==> src/rtl/ralu_sequencer.sv <==
// Microcode sequencer that drives an external RALU datapath and GPR file.
// Decodes LDI/ALU/SHF/OUT words into per-cycle register, shift and write controls.
module ralu_sequencer (
  input  logic        clock,
  input  logic        reset_n,
  input  logic [15:0] instr,
  input  logic        instr_valid,
  output logic        instr_ready,
  output logic        busy,
  output logic [3:0]  S,
  output logic        M,
  output logic        Pin,
  output logic        A,
  output logic [3:0]  DataIn,
  output logic        wr,
  output logic [2:0]  adr,
  output logic [3:0]  v,
  output logic        ISL,
  output logic        ISR,
  input  logic        OSL,
  input  logic        OSR,
  input  logic        Pout,
  input  logic [3:0]  R,
  output logic        carry,
  output logic [3:0]  result,
  output logic        result_valid
);

  typedef enum logic [2:0] {IDLE, LDA, LDB, SHIFT, EXEC, OUT} state_t;
  typedef enum logic [1:0] {OP_LDI, OP_ALU, OP_SHF, OP_OUT} op_t;

  state_t      state, state_nx;
  logic [15:0] iw;
  logic [2:0]  cnt;
  logic        c_q;
  op_t         op;
  logic        dir;
  logic        fill_bit;

  assign op          = op_t'(iw[15:14]);
  assign dir         = iw[7];
  assign fill_bit    = iw[3] & c_q;
  assign instr_ready = (state == IDLE);
  assign busy        = !instr_ready;
  assign carry       = c_q;

  always_ff @(posedge clock or negedge reset_n) begin
    if (!reset_n) state <= IDLE;
    else          state <= state_nx;
  end

  always_comb begin
    state_nx = state;
    S        = '0;
    M        = 1'b0;
    Pin      = 1'b0;
    A        = 1'b0;
    DataIn   = '0;
    wr       = 1'b0;
    adr      = '0;
    v        = '0;
    ISL      = 1'b0;
    ISR      = 1'b0;
    case (state)
      IDLE: begin
        if (instr_valid) state_nx = (instr[15:14] == 2'b10) ? LDB : LDA;
      end
      LDA: begin
        v = 4'b0001;
        if (op == OP_LDI) begin
          A      = 1'b1;
          DataIn = iw[3:0];
        end else begin
          adr = iw[10:8];
        end
        case (op)
          OP_ALU:  state_nx = LDB;
          OP_OUT:  state_nx = OUT;
          default: state_nx = EXEC;
        endcase
      end
      LDB: begin
        v   = 4'b0110;
        adr = (op == OP_ALU) ? iw[7:5] : iw[10:8];
        state_nx = (op == OP_SHF && cnt != 3'd0) ? SHIFT : EXEC;
      end
      SHIFT: begin
        v   = dir ? 4'b0100 : 4'b0010;
        ISL = !dir & fill_bit;
        ISR = dir & fill_bit;
        if (cnt <= 3'd1) state_nx = EXEC;
      end
      EXEC: begin
        wr  = 1'b1;
        adr = iw[13:11];
        case (op)
          OP_ALU: begin
            S   = iw[4:1];
            M   = iw[0];
            Pin = c_q;
          end
          OP_SHF: begin
            S = 4'b1010;
            M = 1'b1;
          end
          default: begin
            S = 4'b1111;
            M = 1'b1;
          end
        endcase
        state_nx = IDLE;
      end
      OUT: begin
        S        = 4'b1111;
        M        = 1'b1;
        state_nx = IDLE;
      end
      default: state_nx = IDLE;
    endcase
  end

  // Counter is loaded on every accept; only SHF words ever consume it.
  always_ff @(posedge clock or negedge reset_n) begin
    if (!reset_n) begin
      iw           <= '0;
      cnt          <= '0;
      c_q          <= 1'b0;
      result       <= '0;
      result_valid <= 1'b0;
    end else begin
      result_valid <= 1'b0;
      if (state == IDLE && instr_valid) begin
        iw  <= instr;
        cnt <= instr[6:4];
      end else if (state == SHIFT && cnt != 3'd0) begin
        cnt <= cnt - 3'd1;
      end
      if (state == EXEC) begin
        case (op)
          OP_LDI: if (iw[4]) c_q <= iw[5];
          OP_ALU: c_q <= Pout;
          OP_SHF: if (iw[6:4] != 3'd0) c_q <= dir ? OSR : OSL;
          default: ;
        endcase
      end
      if (state == OUT) begin
        result       <= R;
        result_valid <= 1'b1;
      end
    end
  end

endmodule

==> config.mk <==
export PLATFORM = sky130hd
export DESIGN_NAME = ralu_sequencer
export DESIGN_NICKNAME = d
export VERILOG_FILES = /design/src/rtl/ralu_sequencer.sv
export SDC_FILE = /design/constraint.sdc
export NUM_CORES = 1
export LEC_CHECK = 0
export BUFFER_PORTS_ARGS = -buffer_cell sky130_fd_sc_hd__buf_2
export CAP_MARGIN = 20
export CELL_PAD_IN_SITES_DETAIL_PLACEMENT = 0
export CELL_PAD_IN_SITES_GLOBAL_PLACEMENT = 2
export CORE_UTILIZATION = 30
export DETAILED_ROUTE_END_ITERATION = 10
export GPL_TIMING_DRIVEN = 0
export PLACE_DENSITY_LB_ADDON = 0.2
export SLEW_MARGIN = 30
export SYNTH_ARGS = -nofsm -noshare
export SYNTH_HDL_FRONTEND = slang
export SYNTH_SLANG_ARGS = --single-unit
==> constraint.sdc <==
create_clock -name clock -period 1.9 [get_ports clock]
set_input_delay 0.285 -clock clock [delete_from_list [all_inputs] [get_ports clock]]
set_output_delay 0.285 -clock clock [all_outputs]
set_load 0.05 [all_outputs]
; ---- Word-level counts from Yosys, hierarchy flattened
; Index checks and enable logic that the tools add are counted.
[totals]
in_bits = 26
elab_cells = 68
output_inout_bits = 29
regBits = 28
[classes]
muxes = 31
n_addsub = 1
n_eq_ne = 13
bitwise_logic = 3
reduce_logical = 13
n_lt_le_gt_ge = 1
[op_table]
columns = cell, n
row1 = $mux 3, 8
row2 = $pmux 3 s3, 2
row3 = $pmux 4 s2, 2
row4 = $mux 1, 12
row5 = $pmux 3 s4, 1
row6 = $reduce_bool 3->1, 3
row7 = $mux 4, 2
row8 = $eq 2x2->1 const B, 3
row9 = $eq 3x2->1 const B, 2
row10 = $eq 3x3->1 const B, 2
row11 = $ne 2x2->1 const B, 3
row12 = $pmux 3 s2, 1
row13 = $reduce_and 4->1, 1
row14 = $and 1x1->1, 3
row15 = $eq 3x1->1 const B, 1
row16 = $le 3x1->1 const B, 1
row17 = $logic_and 1x1->1, 3
row18 = $logic_not 3->1, 1
row19 = $pmux 1 s3, 1
row20 = $sub 3x1->3 const B, 1
row21 = $eq 2x1->1 const B, 1
row22 = $logic_not 1->1, 2
row23 = $logic_not 2->1, 1
row24 = $mux 2, 1
row25 = 4 further kinds, 4

; ---- Longest topological paths before layout
; Gate-level depths: netlist of run 1.
[logic_depth]
depth_word = 4
ltp_mapped = 7
depth_no_buf = 6

; ---- Worst setup path after synthesis of run 1
; No wires, ideal clock.
[synth_timing]
kind = register -> output
from = reg state[2]
to = out busy
stages_incl_launch_ff = 5
path_buffers = 2
required_time_ns = 1.615
arrival_time_ns = 2.454
path_slack_ns = -0.839
path_cell_list = dfrtp_1 > buf_4 > buf_2 > nor3_1 > inv_1
[synth_via]
elab_chain_len = 2
[synth_rtl]
columns = item, line
row1 = from (decl), 32  ; state_t state, state_nx;
row2 = from (signal assigned), 49  ; else state <= state_nx;
row3 = $logic_not 3->1, 43  ; assign instr_ready = (state == IDLE);
row4 = via instr_ready, 8  ; output logic instr_ready,
row5 = $logic_not 1->1, 44  ; assign busy = !instr_ready;
row6 = to (decl), 9  ; output logic busy,
; The timed path passes the listed nets, and every way through them passes these cells.

; ---- Worst setup path in the final report of run 1
[layout_timing]
from = reg iw[14]
to = out adr[0]
[layout_via]
elab_chain_len = 3
elab_cells_between_ends = 5
classes_between = 1 x eq/ne / 3 x mux / 1 x reduce/logical
[layout_rtl]
columns = item, line
row1 = from (decl), 33  ; logic [15:0] iw;
row2 = from (signal assigned), 133  ; iw <= instr;
row3 = $eq 2x1->1 / $logic_not 2->1 (equally long branches), "84, 70"
row4 = $mux 3 (on tied branches), "84, 70"
row5 = $pmux 3 s3 (*), 64  ; case (state)
row6 = to (decl), 16  ; output logic [2:0] adr,
; Mark *: on every way between the ends. The rest lies on a longest branch, timed or not.

==> qor.yml, run 1 <==
maxCapViolations: 0
setup_viol: 3
rsz0062_at_grt: "yes"
post_layout_nonfiller_instances: 312
reg2reg_depth: 4
place.gp.congestion: 0.715
place_inst: 295
cts_max_path_buffers: 2
ir_worst_vdd_mv: 1.08
drive_gt1_share_pct: 54.2
ys_types: 41
final-max-slew-violation-count: 0
grt_usage_pct: 16.5
worstReg2RegEnd: "iw[2]"
die_w_um: 77.2
end_kind: "primary output"
avgSynthCellArea_um2: 9.98
fin_ws_ns: -0.0526
slew_headroom_pct: 56.0
p_leak_nw: 1.18
pre_cts_ws_ns: -0.140
drt_iter0_markers: 51
power.density_nw_per_um2: 1970
drc: 0
period_share_pct: 103
antennaDiodeCount: 0
hpwl_um: 3450
worstMarginPinSlew_ns: 0.661
hold_path_class: "in -> async"
ys_seq_area_share_pct: 41.3
post-route-min-period_ns: 1.95
numCtsBuffers: 3
initial_core_util_pct: 31.0
r2r_start: "state[1]"
cts.clk_slew.worst_paths_ns: 0.10
cp.arrival_ns: 1.67
yosysWarnings: 0
crit_type: "reg -> out"
worstPathRequired_ns: 1.62
use_met2_pct: 28.9
num_vias: 1504
rrSetupSlack_ns: 0.12
clock-sinks: 28
status: "complete, but fails checks"
clock_latency_ns: 0.28
rows: 27
grt_pass1_wl_um: 7730
synth-edff-count: 0
nNetsFinal: 276
fin_worst_skew_ns: 0.00388
cts_root_buffer: "clkbuf_8"
grt_max_degree: 29
ant_nets: 0
failed_checks: "setup timing"
portBuffers: 53
tns_ns: -0.118
dr.pass1.iters: 4
viasPerCell: 4.82
hold_viol_final: 0
final_core_util_pct: 45.6
cp_max_fo: 4
grt_util_met3_pct: 3.10
overflow: 0
grt.met1_usage_pct: 21.4
core_area_um2: 5470
antenna_found_initial: 0
area_growth_pct: 47.0
die-area_um2: 5960
cts_tree: "yes"
fmax_mhz: 512
cts_htree_levels: 1
syn-num-nets: 205
ios: 55
ys.flop_type: "dfrtp_1"
busiest_layer: "met2"
synthArstFlopShare_pct: 100
synth_area_um2: 1700
whs_ns: 0.0189
start_kind: "flip-flop"
cts_hold_buffers: 0
die_h_um: 77.2
grt_pass1_vias: 1577
ys_ff_latch: 28
drt_wl_total_um: 4760
wl_per_cell_um: 15.3
syn_inst: 170
==> stage by stage <==
stage | total power, mW | cell area [um2]
2_1_floorplan | 3.15 | 1740
3_3_place_gp | 3.77 | 2100
3_5_place_dp | 3.78 | 2100
4_1_cts | 4.61 | 2320
5_1_grt | 5.24 | 2490
6_report | 4.91 | 2490
==> flip-flops by register name, summed over array words and instances, names as in the netlist <==
name	count
result_valid	1
iw	16
result	4
state	3
carry	1
cnt	3
==> per-layer routing <==
layer  wire length [um]  share of wire (%)  up-vias
li1                   -                  -      737
met1               2230                 47      729
met3                143                3.0        2
met5                  0                  0        -
met4                 15               0.32        0
met2               2370                 50       36
==> worst max-delay path, cell delays in order, from the launching register on <==
cell and delay [ns]:
dfrtp_2 0.46, inv_4 0.07, ha_4 0.16, o22a_1 0.24, nor2_4 0.14, o2bb2ai_2 0.14
buf_6 0.18
==> cells in the mapped netlist (2+ instances only) <==
library cell	instances	share of area, %
inv_1	10	2.2
a211oi_1	3	1.3
o21ai_0	9	2.7
nand2b_1	6	2.2
nor2b_1	4	1.5
o2bb2ai_1	2	1.0
nand3b_1	2	0.88
dfrtp_1	28	41
mux2_2	15	10
a21oi_1	9	2.7
buf_2	4	1.2
ha_1	9	6.6
nor3b_1	2	0.88
nand2_1	10	2.2
nor2_1	13	2.9
nand3_1	6	1.8
buf_4	4	1.8
a221oi_1	2	1.0
and3_1	5	1.8
nor3_1	6	1.8
==> how the worst max path moves through the flow <==
| stage | start | end | cells past startpoint |
|---|---|---|---|
| global placement | iw[14] | adr[0] | 6 |
| detailed placement | iw[14] | adr[0] | 6 |
| CTS | iw[15] | adr[0] | 7 |
| global route | iw[15] | adr[2] | 7 |
| finish | iw[14] | adr[0] | 6 |
| floorplan | carry | ISL | 2 |
==> logic make-up after synthesis <==
group | Yosys count | share of synthesized area (%)
AND/OR/NAND/NOR | 64 | 23.0
AO/OA/AOI/OAI | 32 | 11.8
flip-flops | 28 | 41.3
buffers and inverters | 19 | 5.83
multiplexers | 17 | 11.2
adder cells (fa/ha/maj) | 9 | 6.64
other | 1 | 0.221
==> layout by cell type, fill, tap and decap left out, types with 3 or more instances in the layout <==
cell type	netlist	layout
a211oi_2	0	3
a21oi_1	9	7
and3_1	5	4
buf_2	4	42
buf_4	4	15
buf_6	1	16
clkbuf_8	0	3
dfrtp_1	28	26
ha_1	9	4
ha_4	0	4
inv_1	10	8
mux2_2	15	15
nand2_1	10	10
nand2b_1	6	3
nand2b_4	0	3
nand3_1	6	6
nor2_1	13	8
nor2_2	0	3
nor2b_1	4	3
nor3_1	6	4
o21ai_0	9	9
==> layout make-up <==
cell class                      count  area (um2)
Multi-Input combinational cell    123        1070
Clock inverter                      1        30.0
Timing Repair Buffer               67         445
Fill cell                         552        2980
Inverter                           10        42.5
Buffer                              8        72.6
Tap cell                           72        90.1
Sequential cell                    28         703
Clock buffer                        3        41.3
==> where the power goes <==
part           internal (mW)  leakage, nW  switching (mW)
combinational           1.34        0.806            1.95
clock                  0.282       0.0357           0.201
sequential             0.891        0.335           0.250
total                   2.51         1.18            2.40
==> what timing repair did <==
action	4_1_cts	5_1_grt
setup endpoints to repair	17	19
resized for setup	33	32
setup buffers	6	8
pin swaps	5	12
Note: power is estimated with default switching activity, not from simulation.
==> run 2: changes to the inputs <==
--- a/config.mk
+++ b/config.mk
@@ -13,6 +13,7 @@
 export DETAILED_ROUTE_END_ITERATION = 10
 export GPL_TIMING_DRIVEN = 0
 export PLACE_DENSITY_LB_ADDON = 0.2
+export RECOVER_POWER = 25
 export SLEW_MARGIN = 30
 export SYNTH_ARGS = -nofsm -noshare
 export SYNTH_HDL_FRONTEND = slang
==> run 2 against run 1 <==
  * The flow finishes with violations (capacitance limit, slew limit, setup timing)
  * Cell count is the same
  * Clock skew barely moved
  * Global-route usage stayed put
  * Clock power barely moved
  * Fmax did not move
  * Largest cell class unchanged
==> qor.yml, run 2 (synthesis results as in run 1) <==
dr.pass1.iters: 4
area_growth_pct: 47.0
grt_pass1_vias: 1577
fin_worst_skew_ns: 0.00388
holdCritStartpoint: "instr[7]"
final_cell_mix: "buf_2 (41), dfrtp_1 (26), buf_6 (16)"
drive_gt1_share_pct: 53.8
die_w_um: 77.2
ant_nets: 0
status: "complete, but fails checks"
core_area_um2: 5470
nNetsFinal: 276
pre_cts_ws_ns: -0.140
end_kind: "primary output"
hold_viol_final: 0
num_vias: 1512
grt_pass1_wl_um: 7730
final-max-slew-violation-count: 29
hold_path_class: "in -> reg"
place_inst: 295
r2r_start: "state[1]"
maxCapViolations: 1
grt_max_degree: 29
fin_ws_ns: -0.0526
place.gp.congestion: 0.715
drt_iter0_markers: 51
rrSetupSlack_ns: 0.12
ios: 55
post-route-min-period_ns: 1.95
drc: 0
rsz0062_at_grt: "yes"
viasPerCell: 4.85
min_delay_worst_endpoint: "iw[7]"
whs_path_depth: 3
numCtsBuffers: 3
cts_tree: "yes"
cts_max_path_buffers: 2
worstPathRequired_ns: 1.62
post_layout_nonfiller_instances: 312
final_area_um2: 2490
p_leak_nw: 1.17
clock-sinks: 28
grt_usage_pct: 16.5
rows: 27
cp.arrival_ns: 1.67
overflow: 0
drt_wl_total_um: 4760
crit_type: "reg -> out"
worstMarginPinSlew_ns: 1.58
cts_root_buffer: "clkbuf_8"
hpwl_um: 3450
start_kind: "flip-flop"
largest_registers: "iw: 16 flops, result: 4 flops"
clock_latency_ns: 0.28
failed_checks: "capacitance limit, slew limit, setup timing"
antennaDiodeCount: 0
initial_core_util_pct: 31.0
slew_headroom_pct: -5.59
die_h_um: 77.2
antenna_found_initial: 0
period_share_pct: 103
worstReg2RegEnd: "iw[2]"
regMostFlops: "iw"
final_core_util_pct: 45.6
cp_max_fo: 4
placed_cell_area_um2: 2100
whs_ns: 0.206
power.density_nw_per_um2: 1970
reg2reg_depth: 4
setup_viol: 3
wl_per_cell_um: 15.3
die-area_um2: 5960
final_common_cell: "buf_2"
portBuffers: 53
cts_htree_levels: 1
cts.clk_slew.worst_paths_ns: 0.10
largest_register_ffs: 16
ir_worst_vdd_mv: 1.08
fmax_mhz: 512
==> run 2: changes by cell type in the layout (fill, tap and decap cells not counted), sizes merged <==
cell	delta
buf	-1
clkbuf	+1
==> run 2: layer usage <==
metal	global-route usage, %	part of all wire, %	vias up
li1	-	-	737
met1	21.4	47	737
met2	28.9	50	36
met3	3.10	3.0	2
met4	2.26	0.31	0
met5	0	0	-
==> run 2: area by class of cell <==
class                           count  area, um2
Sequential cell                    28        703
Multi-Input combinational cell    123       1070
Inverter                           10       42.5
Buffer                              8       72.6
Tap cell                           72       90.1
Clock buffer                        3       41.3
Timing Repair Buffer               67        444
Clock inverter                      1       30.0
Fill cell                         553       2980
==> run 2: report_power, final <==
group / total [mW] / internal (mW) / switching, mW
sequential: 1.14 / 0.891 / 0.250
combinational: 3.29 / 1.34 / 1.95
clock: 0.483 / 0.282 / 0.201
==> run 2: worst max path at each step <==
| stage | startpoint | endpoint | slack [ns] | cells past startpoint |
|---|---|---|---|---|
| finish | iw[14] | adr[0] | -0.05 | 6 |
| global route | iw[15] | adr[2] | -0.15 | 7 |
| floorplan | carry | ISL | -0.24 | 2 |
| detailed placement | iw[14] | adr[0] | -0.14 | 6 |
| global placement | iw[14] | adr[0] | -0.1 | 6 |
| CTS | iw[15] | adr[0] | -0.15 | 7 |
==> run 2: worst max-delay path, stage by stage (launching register included) <==
cell and delay (ns):
dfrtp_2 0.46, inv_4 0.07, ha_4 0.16, o22a_1 0.24
nor2_4 0.14, o2bb2ai_2 0.14, buf_6 0.18
==> run 2: timing repair <==
action,4_1_cts,5_1_grt
hold buffers,0,0
resized for setup,33,32
buffers inserted,6,8
endpoints found under the setup margin,17,19
pin swaps,5,12
==> run 2: metrics by stage <==
stage | total power [mW] | setup TNS, ns
final | 4.92 | -0.118
after global routing | 5.24 | -0.454
after CTS | 4.61 | -0.544
after detailed placement | 3.78 | -0.267
after global placement | 3.77 | -0.194
after floorplan | 3.15 | -0.484
